===== src/rtl/master_sequencer_n.sv =====
// -----------------------------------------------------------------------------
// master_sequencer_n
//
// Top-level controller that runs one of N_CH subordinate state machines at a
// time. A rising edge on a channel-select button picks a channel (lowest index
// wins on simultaneous presses). The sequencer enables that channel for one ARM
// cycle, then watches its packed state slice until it equals the channel's
// completion code. A watchdog moves to FAULT if the channel runs too long, and
// an abort button returns to idle from RUN, DONE or FAULT.
//
// Ports
//   CLK             system clock, rising edge
//   RESET           synchronous, active-high reset
//   BTN_SEL         debounced channel request buttons, bit i -> channel i
//   BTN_ABORT       debounced abort / acknowledge button
//   STATE_IN        packed sub-machine states, channel i at [i*SW +: SW]
//   TARGET_STATE    packed completion codes, channel i at [i*SW +: SW]
//   MASTER_CONTROL  index of the selected channel (0 in IDLE)
//   CH_EN           one-hot enable of the selected channel during ARM/RUN
//   ACTIVE          high in ARM and RUN
//   DONE            high while in DONE
//   DONE_PULSE      one-cycle pulse on entry to DONE
//   FAULT           high while in FAULT
//
// All outputs are registered decodes of the current state, so they appear
// one clock after the state register changes.
// -----------------------------------------------------------------------------
module master_sequencer_n #(
    parameter int N_CH           = 4,
    parameter int SW             = 4,
    parameter int TIMEOUT_CYCLES = 1000,
    localparam int CH_W          = (N_CH > 1) ? $clog2(N_CH) : 1
) (
    input  logic                 CLK,
    input  logic                 RESET,
    input  logic [N_CH-1:0]      BTN_SEL,
    input  logic                 BTN_ABORT,
    input  logic [N_CH*SW-1:0]   STATE_IN,
    input  logic [N_CH*SW-1:0]   TARGET_STATE,
    output logic [CH_W-1:0]      MASTER_CONTROL,
    output logic [N_CH-1:0]      CH_EN,
    output logic                 ACTIVE,
    output logic                 DONE,
    output logic                 DONE_PULSE,
    output logic                 FAULT
);

    // Timer is wide enough to hold TIMEOUT_CYCLES; at least one bit so the
    // timeout-disabled build still has a legal register.
    localparam int TW = (TIMEOUT_CYCLES > 0) ? $clog2(TIMEOUT_CYCLES + 1) : 1;
    localparam logic [TW-1:0] T_LAST = TW'((TIMEOUT_CYCLES > 0) ? TIMEOUT_CYCLES - 1 : 0);

    typedef enum logic [2:0] {
        S_IDLE,
        S_ARM,
        S_RUN,
        S_DONE,
        S_FLT
    } state_t;

    state_t            r_state;
    state_t            w_next_state;
    logic [CH_W-1:0]   r_sel;
    logic [TW-1:0]     r_timer;
    logic [N_CH-1:0]   r_sel_prev;
    logic              r_abort_prev;

    logic [N_CH-1:0]   w_sel_rise;
    logic              w_sel_any;
    logic [CH_W-1:0]   w_sel_idx;
    logic              w_abort_rise;
    logic [SW-1:0]     w_cur_state;
    logic [SW-1:0]     w_cur_target;
    logic              w_match;
    logic              w_timeout;

    logic [CH_W-1:0]   w_master_control;
    logic [N_CH-1:0]   w_ch_en;
    logic              w_active;
    logic              w_done;
    logic              w_done_pulse;
    logic              w_fault;

    // ------------------------------------------------------------------
    // Button edge detection and channel decode
    // ------------------------------------------------------------------
    assign w_sel_rise   = BTN_SEL & ~r_sel_prev;
    assign w_sel_any    = |w_sel_rise;
    assign w_abort_rise = BTN_ABORT & ~r_abort_prev;

    // Scan from the top down so the lowest rising bit is the last to write.
    always_comb begin
        // NOTE: every combinational output gets a default before any branch;
        // a path that leaves one unassigned would infer a latch.
        w_sel_idx = '0;
        for (int i = N_CH - 1; i >= 0; i--) begin
            if (w_sel_rise[i]) begin
                w_sel_idx = CH_W'(i);
            end
        end
    end

    // Mux out the selected channel's state and completion code.
    always_comb begin
        w_cur_state  = '0;
        w_cur_target = '0;
        for (int i = 0; i < N_CH; i++) begin
            if (r_sel == CH_W'(i)) begin
                w_cur_state  = STATE_IN[i*SW +: SW];
                w_cur_target = TARGET_STATE[i*SW +: SW];
            end
        end
    end

    assign w_match   = (w_cur_state == w_cur_target);
    assign w_timeout = (TIMEOUT_CYCLES != 0) && (r_timer == T_LAST);

    // ------------------------------------------------------------------
    // State register, selected channel, watchdog timer, edge history
    // ------------------------------------------------------------------
    always_ff @(posedge CLK) begin
        // NOTE: sequential state uses non-blocking assignments so every
        // register samples values from before this edge.
        if (RESET) begin
            r_state      <= S_IDLE;
            r_sel        <= '0;
            r_timer      <= '0;
            // Load current button levels so a button held through reset
            // is not seen as a fresh press.
            r_sel_prev   <= BTN_SEL;
            r_abort_prev <= BTN_ABORT;
        end else begin
            r_state      <= w_next_state;
            r_sel_prev   <= BTN_SEL;
            r_abort_prev <= BTN_ABORT;

            if (r_state == S_IDLE && w_sel_any) begin
                r_sel <= w_sel_idx;
            end

            // Cleared in ARM; counts while RUN continues; saturates.
            if (r_state == S_ARM) begin
                r_timer <= '0;
            end else if (r_state == S_RUN && w_next_state == S_RUN && r_timer != '1) begin
                r_timer <= r_timer + 1'b1;
            end
        end
    end

    // ------------------------------------------------------------------
    // Next-state logic
    // ------------------------------------------------------------------
    always_comb begin
        w_next_state = r_state;
        unique case (r_state)
            S_IDLE: if (w_sel_any)    w_next_state = S_ARM;
            S_ARM:                    w_next_state = S_RUN;
            S_RUN: begin
                // Abort beats completion, completion beats timeout.
                if (w_abort_rise)     w_next_state = S_IDLE;
                else if (w_match)     w_next_state = S_DONE;
                else if (w_timeout)   w_next_state = S_FLT;
            end
            S_DONE: if (w_abort_rise) w_next_state = S_IDLE;
            S_FLT:  if (w_abort_rise) w_next_state = S_IDLE;
            default:                  w_next_state = S_IDLE;
        endcase
    end

    // ------------------------------------------------------------------
    // Output decode of the current state
    // ------------------------------------------------------------------
    always_comb begin
        w_active         = (r_state == S_ARM) || (r_state == S_RUN);
        w_done           = (r_state == S_DONE);
        w_fault          = (r_state == S_FLT);
        // DONE is the registered copy of the previous cycle's state, so a
        // low DONE here marks the first cycle spent in S_DONE.
        w_done_pulse     = (r_state == S_DONE) && !DONE;
        w_master_control = (r_state == S_IDLE) ? '0 : r_sel;
        w_ch_en          = '0;
        for (int i = 0; i < N_CH; i++) begin
            w_ch_en[i] = w_active && (r_sel == CH_W'(i));
        end
    end

    always_ff @(posedge CLK) begin
        if (RESET) begin
            MASTER_CONTROL <= '0;
            CH_EN          <= '0;
            ACTIVE         <= 1'b0;
            DONE           <= 1'b0;
            DONE_PULSE     <= 1'b0;
            FAULT          <= 1'b0;
        end else begin
            MASTER_CONTROL <= w_master_control;
            CH_EN          <= w_ch_en;
            ACTIVE         <= w_active;
            DONE           <= w_done;
            DONE_PULSE     <= w_done_pulse;
            FAULT          <= w_fault;
        end
    end

endmodule


===== config.mk =====
export PLATFORM = sky130hd
export DESIGN_NAME = master_sequencer_n
export DESIGN_NICKNAME = d
export VERILOG_FILES = /design/src/rtl/master_sequencer_n.sv
export SDC_FILE = /design/constraint.sdc
export NUM_CORES = 1
export LEC_CHECK = 0
export BUFFER_PORTS_ARGS = -buffer_cell sky130_fd_sc_hd__buf_2
export CAP_MARGIN = 10
export CORE_MARGIN = 2
export CORE_UTILIZATION = 45
export DETAILED_ROUTE_END_ITERATION = 12
export HOLD_SLACK_MARGIN = 0.08
export PLACE_DENSITY = 0.73
export SETUP_SLACK_MARGIN = 0.3
export SKIP_LAST_GASP = 1
export SLEW_MARGIN = 20
export SYNTH_ARGS = -nofsm -noshare
export SYNTH_HDL_FRONTEND = slang
export SYNTH_SLANG_ARGS = --single-unit

===== constraint.sdc =====
create_clock -name CLK -period 4.14 [get_ports CLK]
set_clock_uncertainty 0.1 [all_clocks]
set_input_delay 0.621 -clock CLK [delete_from_list [all_inputs] [get_ports CLK]]
set_output_delay 0.621 -clock CLK [all_outputs]
set_load 0.01 [all_outputs]

== After elaboration in Yosys (flattened, before gate mapping) ==
Cells that the tools add are included.

* Equal/unequal tests: 11
* Bitwise logic cells: 4
* Add/subtract/negate cells: 1
* Mux-type cells: 18
* Reduce and logical (&&, ||, !) cells: 16

{| class="wikitable"
|+ Operators with widths
! kind !! number
|-
| 2-to-1 mux 4 bit || 8
|-
| 2-to-1 mux 3 bit || 5
|-
| case mux 3 bit (4 select lines) || 1
|-
| adder 10 x 1 -> 10 bit, second input constant || 1
|-
| equality test 10 bit, second input constant || 1
|-
| inequality test 10 bit, second input constant || 1
|-
| equality test 3 x 2 -> 1 bit, second input constant || 3
|-
| logical AND 1 bit || 8
|-
| 2-to-1 mux 2 bit || 4
|-
| OR reduction 2 bit || 3
|-
| AND 4 bit || 1
|-
| equality test 2 bit, second input constant || 2
|-
| equality test 4 bit || 1
|-
| inverter 4 bit || 1
|-
| OR reduction 4 bit || 1
|-
| equality test 3 x 1 -> 1 bit, second input constant || 1
|-
| equality test 3 bit, second input constant || 1
|-
| zero test 3 bit || 1
|-
| equality test 2 x 1 -> 1 bit, second input constant || 1
|-
| zero test 2 bit || 1
|-
| AND 1 bit || 1
|-
| zero test 1 bit || 1
|-
| logical OR 1 bit || 1
|-
| inverter 1 bit || 1
|}

* Output and inout bits: 10
* Logic and storage cells: 61
* Register bits: 30
* Input port bits: 39

== Logic depth before layout (Yosys ltp) ==
* Depth after elaboration: 12
* Depth in mapped cells: 8
* Depth with buffers taken out: 7

== Worst setup path after synthesis ==
OpenSTA, ideal clock, no wires.

* Kind: input port to flip-flop
* From: input STATE_IN[4]
* To: register r_state[2]
* Data arrival time: 2.249 ns
* Data required time: 3.937 ns
* Buffers on the path: 0
* Path slack: 1.688 ns
* Setup time: 0.103 ns
* Cell stages on the path: 5
* Path through: mux4_1 -> xor2_2 -> o211ai_2 -> or3b_1 -> a2111oi_2

* Word-level cells in the longest chain between the ends: 7

{| class="wikitable"
|+ Ends and longest elaborated chain
! element !! line !! source
|-
| start: declaration || 38 || <nowiki>input logic [N_CH*SW-1:0] STATE_IN,</nowiki>
|-
| 2-to-1 mux 4 bit (3 in series) || 108 || <nowiki>if (r_sel == CH_W'(i)) begin</nowiki>
|-
| equality test 4 bit || 115 || <nowiki>assign w_match = (w_cur_state == w_cur_target);</nowiki>
|-
| 2-to-1 mux 3 bit || 161 || <nowiki>else if (w_match) w_next_state = S_DONE;</nowiki>
|-
| 2-to-1 mux 3 bit || 160 || <nowiki>if (w_abort_rise) w_next_state = S_IDLE;</nowiki>
|-
| case mux 3 bit (4 select lines) || 155 || <nowiki>unique case (r_state)</nowiki>
|-
| end signal: assignment || 133 || <nowiki>r_state <= w_next_state;</nowiki>
|-
| end: declaration || 61 || <nowiki>state_t r_state;</nowiki>
|}

No other way between the ends.
A chain may end at the register's enable or synchronous reset.

== Worst setup path in the final report ==
* From: register r_sel[0]
* To: register r_timer[7]

* Word-level cells in the longest chain between the ends: 12
* Elaborated cells on any way between the ends: 19
* Classes of those cells: eq/ne: 5; mux: 11; reduce/logical: 3

{| class="wikitable"
|+ Ends and longest elaborated chain
! element !! line !! source
|-
| start: declaration || 63 || <nowiki>logic [CH_W-1:0] r_sel;</nowiki>
|-
| start signal: assignment || 138 || <nowiki>r_sel <= w_sel_idx;</nowiki>
|-
| zero test 2 bit || 108 ||
|-
| 2-to-1 mux 4 bit (4 in series) || 108 ||
|-
| equality test 4 bit (*) || 115 ||
|-
| 2-to-1 mux 3 bit (*) || 161 ||
|-
| 2-to-1 mux 3 bit (*) || 160 ||
|-
| case mux 3 bit (4 select lines) (*) || 155 ||
|-
| equality test 3 x 2 -> 1 bit (*) || 144 || <nowiki>end else if (r_state == S_RUN && w_next_state == S_RUN && r_timer != '1) begin</nowiki>
|-
| logical AND 1 bit (*) (2 in series) || 144 ||
|-
| end signal: assignment || 145 || <nowiki>r_timer <= r_timer + 1'b1;</nowiki>
|-
| end: declaration || 64 || <nowiki>logic [TW-1:0] r_timer;</nowiki>
|}

Every way passes the cells marked *; elsewhere a longest branch is shown, timed or not.

==> results_dict.tcl <==
set metrics [dict create \
    status "complete, no violations" \
    filler_cell_count 274 \
    cts_buffers 5 \
    io_pins 49 \
    p_comb_share_pct 15.3 \
    fp.dieW_um 61.0 \
    finalPower_uw 639 \
    synth-seq-area-share_pct 41.1 \
    synth_nets 189 \
    clk_path_buf_depth 2 \
    post_cts_buffers 0 \
    vias 1221 \
    synth-async-reset-ratio_pct 0 \
    hold_viol_final 0 \
    die_y_um 61.0 \
    final_layout_size_suffix_gt1_share_pct 31.1 \
    syn_to_final_growth_pct 22.6 \
    clkPwrFrac_pct 35.1 \
    timing.hold.ws_ps 292 \
    syn_area_um2 1460 \
    drt-initial-drc-count 31 \
    synth_top_area_share_pct 41.1 \
    critPathCaptureType "register" \
    synth_area_leaders "dfxtp_1 (41%), mux4_1 (5.4%), xnor2_1 (4.8%)" \
    finalWirelength_um 2750 \
    slew_violations 0 \
    cts_hold_buf 0 \
    synth-edff-count 0 \
    multi_input_area_um2 816 \
    ctsResizeCount 0 \
    hpwlAfterDp_um 2200 \
    antenna_left 0 \
    synth_ff_type "dfxtp_1" \
    start_util_pct 47.4 \
    clk_pin_slew_ps 100 \
    yosysTopAreaCell "dfxtp_1" \
    port_buffers 48 \
    grt_usage_pct 17.6 \
    fp.coreArea_um2 3080 \
    ir_worst_vdd_v 0.000212 \
    overflow 0 \
    crit_path_max_fanout 16 \
    drtPass1Iterations 3 \
    htreeDepth 2 \
    tns_ps 0 \
    worst_pin_slew_ps 601 \
    grt_max_degree 17 \
    vias_per_cell 5.09 \
    finalCritPeriodShare_pct 63.9 \
    grt_first_pass_wirelength_um 4750 \
    fin_crit_ps 2640 \
    power.leakage_uw 0.000729 \
    maxCapViolCount 0 \
    p_int_uw 479 \
    ys_warn_count 0 \
    hold_path.class "input port to register" \
    arrival_ps 2800 \
    grt_pass1_vias 1180 \
    synthCells 149 \
    power_density_nw_per_um2 357 \
    cts_root_buffer "clkbuf_4" \
    synth_cell_type_count 43 \
    max_slew_margin_pct 59.9 \
    fmax_mhz 378 \
    required_ps 4290 \
    cp-start-kind "register" \
    postSynthAreaPerCell_um2 9.80 \
    clkSinkCount 30 \
    gp_congestion 0.751 \
    drc 0 \
    antenna_found_initial 0 \
    finalSetupViolCount 0 \
    rsz0062_at_grt "no" \
    wl_per_cell_um 11.5 \
    clk_latency_ps 330 \
    seqPwrFrac_pct 49.6 \
    row_count 20 \
    worstSetupPathType "register to register" \
    swShare_pct 25.0 \
    antennaDiodeCount 0 \
    die-area_um2 3720 \
    cts_tree "done" \
    regArea_um2 601 \
    ys_ff_latch 30 \
    nNetsFinal 235 \
    switchingPower_uw 160 \
]
==> cells in the final DEF (no fill, tap or decap), types with 2 or more instances in the layout <==
master / netlist / layout
a2111oi_2: 2 / 2
a211oi_1: 2 / 2
a21oi_1: 9 / 9
and2_1: 2 / 2
buf_2: 2 / 48
clkbuf_1: 6 / 2
clkbuf_4: 0 / 5
dfxtp_1: 30 / 30
mux4_1: 3 / 3
nand2_1: 8 / 8
nand2b_1: 7 / 7
nand3_1: 4 / 4
nor2_1: 10 / 10
nor2b_1: 3 / 3
nor3_1: 3 / 3
nor3b_1: 2 / 2
nor4b_1: 2 / 2
o211ai_1: 2 / 2
o21ai_0: 2 / 2
o31ai_1: 5 / 5
or3_1: 4 / 4
or4_1: 5 / 5
xnor2_1: 8 / 8
xor2_1: 8 / 8
==> cell usage after synthesis, types with 2 or more instances <==
cell       instances
xor2_1             8
clkbuf_1           6
o211ai_1           2
buf_2              2
mux4_1             3
o31ai_1            5
or4_1              5
a21oi_1            9
o21ai_0            2
nor3_1             3
nor2b_1            3
nand2b_1           7
nand2_1            8
nand3_1            4
nor2_1            10
nor3b_1            2
nor4b_1            2
a211oi_1           2
xnor2_1            8
a2111oi_2          2
or3_1              4
dfxtp_1           30
and2_1             2
==> metal layers <==
layer  vias to the layer above  track usage, %  routed length [um]
met5                         -               0                   0
met4                         0            7.76                  47
met3                         6            6.61                 208
met2                        42            28.4                1340
met1                       535            20.8                1150
li1                        638               -                   -
==> stage by stage <==
stage	area (um^2)	setup WS, ps	instances	util, %
after CTS	1790	1490	240	58.2
after detailed placement	1720	1480	232	55.7
final	1790	1500	240	58.2
after global placement	1720	1550	232	55.7
after floorplan	1460	1690	149	-
after global routing	1790	1400	240	58.2
==> critical path: stages, from the launching register on <==
cell and delay [ps]:
dfxtp_1 590, mux4_1 660, xor2_2 280, o21ai_2 230
or4_1 550, a21oi_1 150
==> area by class of cell <==
cell class / instances / area share (%)
Multi-Input combinational cell: 109 / 45.6
Sequential cell: 30 / 33.5
Timing Repair Buffer: 48 / 13.4
Tap cell: 44 / 3.07
Clock buffer: 7 / 2.52
Clock inverter: 1 / 1.68
Inverter: 1 / 0.210
==> kinds of logic after synthesis <==
kind of cell               synth area share [%]
buffers and inverters                      3.00
and+or+nand+nor                            22.2
AOI/OAI and AO/OA                          16.0
adders and majority gates                 0.857
DFF                                        41.1
muxes                                      6.08
xor gates and xnor gates                   10.7
==> sequential cells by signal, indices dropped and copies added, names as in the netlist <==
register        flops
ACTIVE              1
CH_EN               4
DONE                1
DONE_PULSE          1
FAULT               1
MASTER_CONTROL      2
r_abort_prev        1
r_sel               2
r_sel_prev          4
r_state             3
r_timer            10
==> final timing paths <==
kind	start	endpoint	slack, ps	cells after the start
worst max-delay path	r_sel[0]$_SDFFE_PP0P_	r_timer[7]$_SDFFE_PP0P_	1500	5
worst min-delay path	BTN_ABORT	r_abort_prev$_DFF_P_	290	1
worst max register to register	r_sel[0]$_SDFFE_PP0P_	r_timer[7]$_SDFFE_PP0P_	1500	5
worst min register to register	DONE$_SDFF_PP0_	DONE_PULSE$_SDFF_PP0_	310	1
==> power by group through the flow <==
stage	clock network, uW	logic (uW)	registers (uW)
CTS	228	99.5	317
detailed placement	0	99.5	324
global route	243	109	320
global placement	0	95.8	323
finish	224	98.0	317
floorplan	0	74.8	315
(Power assumes the default switching activity.)
